`src/rtl/pipelined_cpu_core.sv`:
```
// Three-stage (FD/EM/WB) core for the 10-bit ISA: full forwarding into decode,
// load-use interlock, external freeze, halt drain and a retired-instruction counter.
module pipelined_cpu_core #(
   parameter int unsigned DW  = 10,
   parameter int unsigned PCW = 10,
   parameter int unsigned RCW = 16
) (
   input  logic           clk,
   input  logic           rst,
   input  logic           stall_i,
   output logic [PCW-1:0] imem_addr,
   input  logic [9:0]     imem_data,
   output logic [DW-1:0]  dmem_addr,
   output logic [DW-1:0]  dmem_wdata,
   output logic           dmem_we,
   input  logic [DW-1:0]  dmem_rdata,
   output logic           halted,
   output logic [RCW-1:0] retire_count
);

   localparam logic [2:0] OpAlu   = 3'b000;
   localparam logic [2:0] OpMisc  = 3'b001;
   localparam logic [2:0] OpBne   = 3'b010;
   localparam logic [2:0] OpAddi  = 3'b011;
   localparam logic [2:0] OpJump  = 3'b100;
   localparam logic [2:0] OpBeq   = 3'b101;
   localparam logic [2:0] OpLoad  = 3'b110;
   localparam logic [2:0] OpStore = 3'b111;

   logic [PCW-1:0] pc_q;
   logic [DW-1:0]  rf_q [8];
   logic           halted_q;
   logic [RCW-1:0] retire_q;

   logic           em_valid_q;
   logic [2:0]     em_op_q;
   logic [1:0]     em_f_q;
   logic [2:0]     em_dst_q;
   logic [DW-1:0]  em_a_q, em_b_q;

   logic           wb_valid_q, wb_we_q;
   logic [2:0]     wb_dst_q;
   logic [DW-1:0]  wb_data_q;

   logic [2:0]     fd_op, fd_ra, fd_rb;
   logic [1:0]     fd_f;
   logic           fd_use_a, fd_use_b;

   assign fd_op    = imem_data[9:7];
   assign fd_ra    = {imem_data[2], imem_data[6:5]};
   assign fd_rb    = {imem_data[2], imem_data[4:3]};
   assign fd_f     = imem_data[1:0];
   assign fd_use_a = !(fd_op == OpJump || (fd_op == OpMisc && fd_f[1]));
   assign fd_use_b = fd_op inside {OpAlu, OpBne, OpBeq, OpStore};

   logic          em_load, em_halt, em_writes, em_fwd;
   logic [DW-1:0] em_alu, em_addr;

   assign em_load   = em_valid_q && em_op_q == OpLoad;
   assign em_halt   = em_valid_q && em_op_q == OpMisc && em_f_q == 2'b10;
   assign em_writes = em_valid_q && (em_op_q inside {OpAlu, OpAddi, OpLoad} ||
                                     (em_op_q == OpMisc && !em_f_q[1]));
   // A load's ALU output is its address, never forwardable data.
   assign em_fwd    = em_writes && !em_load;
   assign em_addr   = em_a_q + DW'(em_f_q);

   always_comb begin
      em_alu = '0;
      case (em_op_q)
         OpAlu: begin
            case (em_f_q)
               2'b00:   em_alu = em_a_q + em_b_q;
               2'b01:   em_alu = em_a_q - em_b_q;
               2'b10:   em_alu = DW'($signed(em_a_q) < $signed(em_b_q));
               default: em_alu = ~(em_a_q & em_b_q);
            endcase
         end
         OpMisc:  em_alu = em_f_q[0] ? {em_a_q[DW-2:0], 1'b0} : {1'b0, em_a_q[DW-1:1]};
         OpAddi:  em_alu = em_a_q + {{(DW-2){em_f_q[1]}}, em_f_q};
         default: em_alu = '0;
      endcase
   end

   logic [DW-1:0] fd_a, fd_b;

   always_comb begin
      fd_a = rf_q[fd_ra];
      fd_b = rf_q[fd_rb];
      if (wb_valid_q && wb_we_q && wb_dst_q == fd_ra) fd_a = wb_data_q;
      if (wb_valid_q && wb_we_q && wb_dst_q == fd_rb) fd_b = wb_data_q;
      if (em_fwd && em_dst_q == fd_ra) fd_a = em_alu;
      if (em_fwd && em_dst_q == fd_rb) fd_b = em_alu;
   end

   logic           load_use, taken, advance;
   logic [PCW-1:0] pc_next;

   assign load_use = em_load && ((fd_use_a && em_dst_q == fd_ra) ||
                                 (fd_use_b && em_dst_q == fd_rb));
   assign taken    = (fd_op == OpBne && fd_a != fd_b) || (fd_op == OpBeq && fd_a == fd_b);
   assign advance  = !stall_i && !halted_q;

   always_comb begin
      pc_next = pc_q + PCW'(1);
      if (fd_op == OpJump)  pc_next = pc_q + PCW'($signed(imem_data[6:0]));
      else if (taken)       pc_next = pc_q + PCW'(1) + PCW'(fd_f);
   end

   always_ff @(posedge clk or posedge rst) begin
      if (rst) begin
         pc_q       <= '0;
         halted_q   <= 1'b0;
         retire_q   <= '0;
         em_valid_q <= 1'b0;
         em_op_q    <= '0;
         em_f_q     <= '0;
         em_dst_q   <= '0;
         em_a_q     <= '0;
         em_b_q     <= '0;
         wb_valid_q <= 1'b0;
         wb_we_q    <= 1'b0;
         wb_dst_q   <= '0;
         wb_data_q  <= '0;
         for (int i = 0; i < 8; i++) rf_q[i] <= '0;
      end else if (advance) begin
         em_op_q  <= fd_op;
         em_f_q   <= fd_f;
         em_dst_q <= fd_rb;
         em_a_q   <= fd_a;
         em_b_q   <= fd_b;
         // HALT in EM squashes FD and freezes PC; interlock inserts a bubble.
         if (em_halt) begin
            halted_q   <= 1'b1;
            em_valid_q <= 1'b0;
         end else if (load_use) begin
            em_valid_q <= 1'b0;
         end else begin
            pc_q       <= pc_next;
            em_valid_q <= 1'b1;
         end
         wb_valid_q <= em_valid_q && !em_halt;
         wb_we_q    <= em_writes;
         wb_dst_q   <= em_dst_q;
         wb_data_q  <= em_load ? dmem_rdata : em_alu;
         if (wb_valid_q) retire_q <= retire_q + RCW'(1);
         if (wb_valid_q && wb_we_q) rf_q[wb_dst_q] <= wb_data_q;
      end
   end

   assign imem_addr    = pc_q;
   assign dmem_addr    = em_addr;
   assign dmem_we      = em_valid_q && em_op_q == OpStore && !stall_i && !halted_q;
   assign dmem_wdata   = dmem_we ? em_b_q : '0;
   assign halted       = halted_q;
   assign retire_count = retire_q;

endmodule

```
`config.mk`:
```
export PLATFORM = sky130hd
export DESIGN_NAME = pipelined_cpu_core
export DESIGN_NICKNAME = d
export VERILOG_FILES = /design/src/rtl/pipelined_cpu_core.sv
export SDC_FILE = /design/constraint.sdc
export NUM_CORES = 1
export LEC_CHECK = 0
export CAP_MARGIN = 5
export CELL_PAD_IN_SITES_DETAIL_PLACEMENT = 1
export CELL_PAD_IN_SITES_GLOBAL_PLACEMENT = 2
export CORE_MARGIN = 5
export CORE_UTILIZATION = 40
export DETAILED_ROUTE_END_ITERATION = 12
export PLACE_DENSITY_LB_ADDON = 0.1
export SYNTH_ARGS = -nofsm -noshare
export SYNTH_HDL_FRONTEND = slang
export SYNTH_SLANG_ARGS = --single-unit
```
`constraint.sdc`:
```
create_clock -name clk -period 9.75 [get_ports clk]
set_input_delay 2.4375 -clock clk [delete_from_list [all_inputs] [get_ports clk]]
set_output_delay 2.4375 -clock clk [all_outputs]
set_load 0.02 [all_outputs]
```
==> results_dict.tcl <==
set metrics [dict create \
    status "finished clean" \
    postCtsHoldBufs 0 \
    dieArea_mm2 0.0315 \
    synth.area.top_cells "dfrtp_1 34%, mux2_2 9.3%, mux4_2 6.2%" \
    ys_ff_latch 151 \
    cts-buffers-inserted 17 \
    async_reset_ff_frac 1.00 \
    hold-path-cell-count 1 \
    fillers 3210 \
    r2r_cells 15 \
    p_total_mw 3.67 \
    wl_um 34900 \
    powerDensity_mw_per_mm2 287 \
    synth_fa_ha_area_frac 0.0557 \
    max_stage_delay_ps 1010 \
    seqCellArea_mm2 0.00378 \
    port_buffers 70 \
    synth_compound_gate_area_share 0.147 \
    synth_top_area_cell "dfrtp_1" \
    grt_util_all_layers 0.228 \
    drtIter0Drc 528 \
    place_hpwl_um 25200 \
    worstSetupPathType "input port to register" \
    clock_sinks 151 \
    avgSynthCellArea_um2 9.54 \
    grt_setup_unrepaired "false" \
    hold_ws_ps 485 \
    path_clk_slew_ps 80 \
    synth_top_area_share 0.336 \
    rows 61 \
    area_growth_pct 13.8 \
    vias 9188 \
    gp_congestion 0.866 \
    reg2reg_slack_ps 4450 \
    yosys_warnings 0 \
    die_h_um 178 \
    grt_overflow 0 \
    cp_cell_sequence "clkdlybuf4s50_1 > buf_4 > mux4_2 > mux2_2 > mux2i_1 > xor2_1 > a211oi_1 > a211oi_1 > nor4_1 > nand4_1 > nor4_4 > mux2i_1 > o21ai_0 > a31oi_1 > o21ai_1" \
    nets 1274 \
    layout_min_cycle_time_ps 7120 \
    diodes 0 \
    sequentialPowerShare 0.294 \
    syn_nets 1248 \
    postRouteAntennaNets 0 \
    core_mm2 0.0278 \
    grt_pass1_wl_um 56100 \
    hold_end "retire_count[15]" \
    rr_endpoint "imem_addr[7]" \
    insertion_delay_ps 440 \
    wl_per_cell_um 21.9 \
    clkPwrFrac 0.189 \
    cp_slowest_cell "clkdlybuf4s50_1" \
    synth_edf_count 0 \
    die_w_um 178 \
    hold_viol 0 \
    ioPinCount 71 \
    first_pass_iters 4 \
    yosysSeqAreaShare 0.336 \
    start_util 0.404 \
    fin_crit_sh 0.730 \
    cellLeakagePower_nw 5.57 \
    endpoint_kind "register" \
    crit_fanout 13 \
    ys_types 83 \
    clock_path_buffers 2 \
    setup_viol 0 \
    hold_class "register to register" \
    reg2reg_from "em_a_q[0]" \
    irDropWorstVdd_mv 0.126 \
    grt_pass1_vias 9685 \
    cts_setup_buffers 0 \
    skew_ps 21.8 \
    setup_tns_ps 0 \
    switching_share 0.478 \
    final_cells 1595 \
    synth_top_family_by_area "multiplexers" \
    drc 0 \
    netlist_instances 1178 \
    cp.required_ps 10040 \
    multi_input_area_mm2 0.00697 \
    cp-start-kind "input port" \
    dp_cells 1563 \
    clock-root-buffer "clkbuf_16" \
    htreeDepth 4 \
    cts_tree "built" \
    yosys.area_share.simple 0.166 \
    worstMarginPinSlew_ps 1160 \
    power.switching_mw 1.76 \
    drv_cap 0 \
    timing.slew.headroom 0.225 \
    cts_resized 0 \
    drive_gt1_frac 0.167 \
    max_freq_mhz 140 \
    synth_flop_cell "dfrtp_1" \
    min_from "retire_count[15]" \
    syn_area_mm2 0.0112 \
    antenna_found_initial 0 \
    synth_mux_area_frac 0.198 \
    arrival_ps 7410 \
    vias_per_cell 5.76 \
    synth_xor_area_frac 0.0538 \
    combPwrFrac 0.518 \
    grt_max_degree 102 \
    fin_util 0.460 \
    slew_viol_final 0 \
    internal-power_mw 1.92 \
]
## cell usage after synthesis, types with 4 or more instances
cell type / n
buf_1: 5
a21oi_1: 70
or2_2: 8
mux2_2: 93
xnor2_1: 43
ha_1: 42
fa_1: 5
buf_4: 6
a22o_1: 4
nand2b_1: 8
a31oi_1: 13
nand3_1: 26
o31ai_1: 4
buf_2: 21
nand4_1: 9
mux4_2: 31
and2_1: 9
dfrtp_1: 151
xor2_1: 26
nand2_1: 130
clkbuf_1: 43
o221ai_1: 4
nor2b_1: 17
o211ai_1: 4
nor2_1: 84
nor4_1: 13
o21bai_1: 7
mux2i_1: 46
a211oi_1: 20
or4_1: 4
o31a_1: 5
a22oi_1: 8
and3_1: 12
o21ai_0: 48
inv_1: 35
a21o_1: 4
nor3b_1: 7
nand3b_1: 8
nor3_1: 25
o22ai_1: 9
or3_1: 6
## worst max-delay path by stage
stage / slack (ps) / cells past startpoint / end / start
global route: 2240 / 15 / imem_addr[7] / imem_data[5]
global placement: 2270 / 15 / imem_addr[3] / imem_data[2]
detailed placement: 2170 / 15 / imem_addr[7] / imem_data[2]
floorplan: 3250 / 1 / em_a_q[0] / rst
finish: 2630 / 15 / imem_addr[7] / imem_data[5]
CTS: 2550 / 15 / imem_addr[7] / imem_data[5]
## worst max-delay path: cells and delay by family
kind | cells | cell delay (ps)
muxes | 4 | 1840
buffers and inverters | 2 | 1380
and+or+nand+nor | 3 | 830
AOI/OAI and AO/OA | 5 | 770
xor gates and xnor gates | 1 | 140
## power by group through the flow
stage / Combinational (mW) / Sequential (mW) / Clock, mW
3_5_place_dp: 1.89 / 1.09 / 0
3_3_place_gp: 1.87 / 1.08 / 0
5_1_grt: 2.09 / 1.11 / 0.740
6_report: 1.90 / 1.08 / 0.692
4_1_cts: 1.90 / 1.08 / 0.710
2_1_floorplan: 1.42 / 0.958 / 0
## cell type report
type                    instances  share of cell area
clock buffers                  17              0.0333
clock inverters                15              0.0148
inverters                      36              0.0110
multi-input cells             913               0.545
flip-flops and latches        151               0.295
well taps                     378              0.0370
repair buffers                 85              0.0632
## cells in the final DEF (no fill, tap or decap), types with 42 or more instances in the layout
master	n
a21oi_1	70
dfrtp_1	151
mux2i_1	46
nand2_1	130
clkdlybuf4s50_1	69
mux2_2	93
ha_1	42
xnor2_1	43
nor2_1	83
o21ai_0	48
## registers in the layout (all words and copies together) (netlist names), 3 cells and up
signal        count
em_op_q           3
em_dst_q          3
imem_addr        10
wb_data_q        10
rf_q             80
retire_count     16
em_a_q           10
wb_dst_q          3
em_b_q           10
## stage by stage
| stage | instance area [um2] | setup WS [ps] |
|---|---|---|
| finish | 12800 | 2630 |
| global route | 12800 | 2240 |
| CTS | 12800 | 2550 |
| detailed placement | 12200 | 2170 |
| global placement | 12200 | 2270 |
| floorplan | 11200 | 3250 |
## routing by layer
metal,vias to the layer above,GRT usage,part of all wire
met1,4664,0.307,0.46
met5,-,0,0
met3,43,0.0303,0.024
met2,135,0.385,0.49
met4,0,0.0645,0.022
li1,4346,-,-
## kinds of logic after synthesis
group / after synthesis
adders and majority gates: 47
AOI/OAI and AO/OA: 246
DFF: 151
and+or+nand+nor: 380
buffers and inverters: 114
muxes: 171
xor gates and xnor gates: 69
Power figures use the tool's default switching activity.
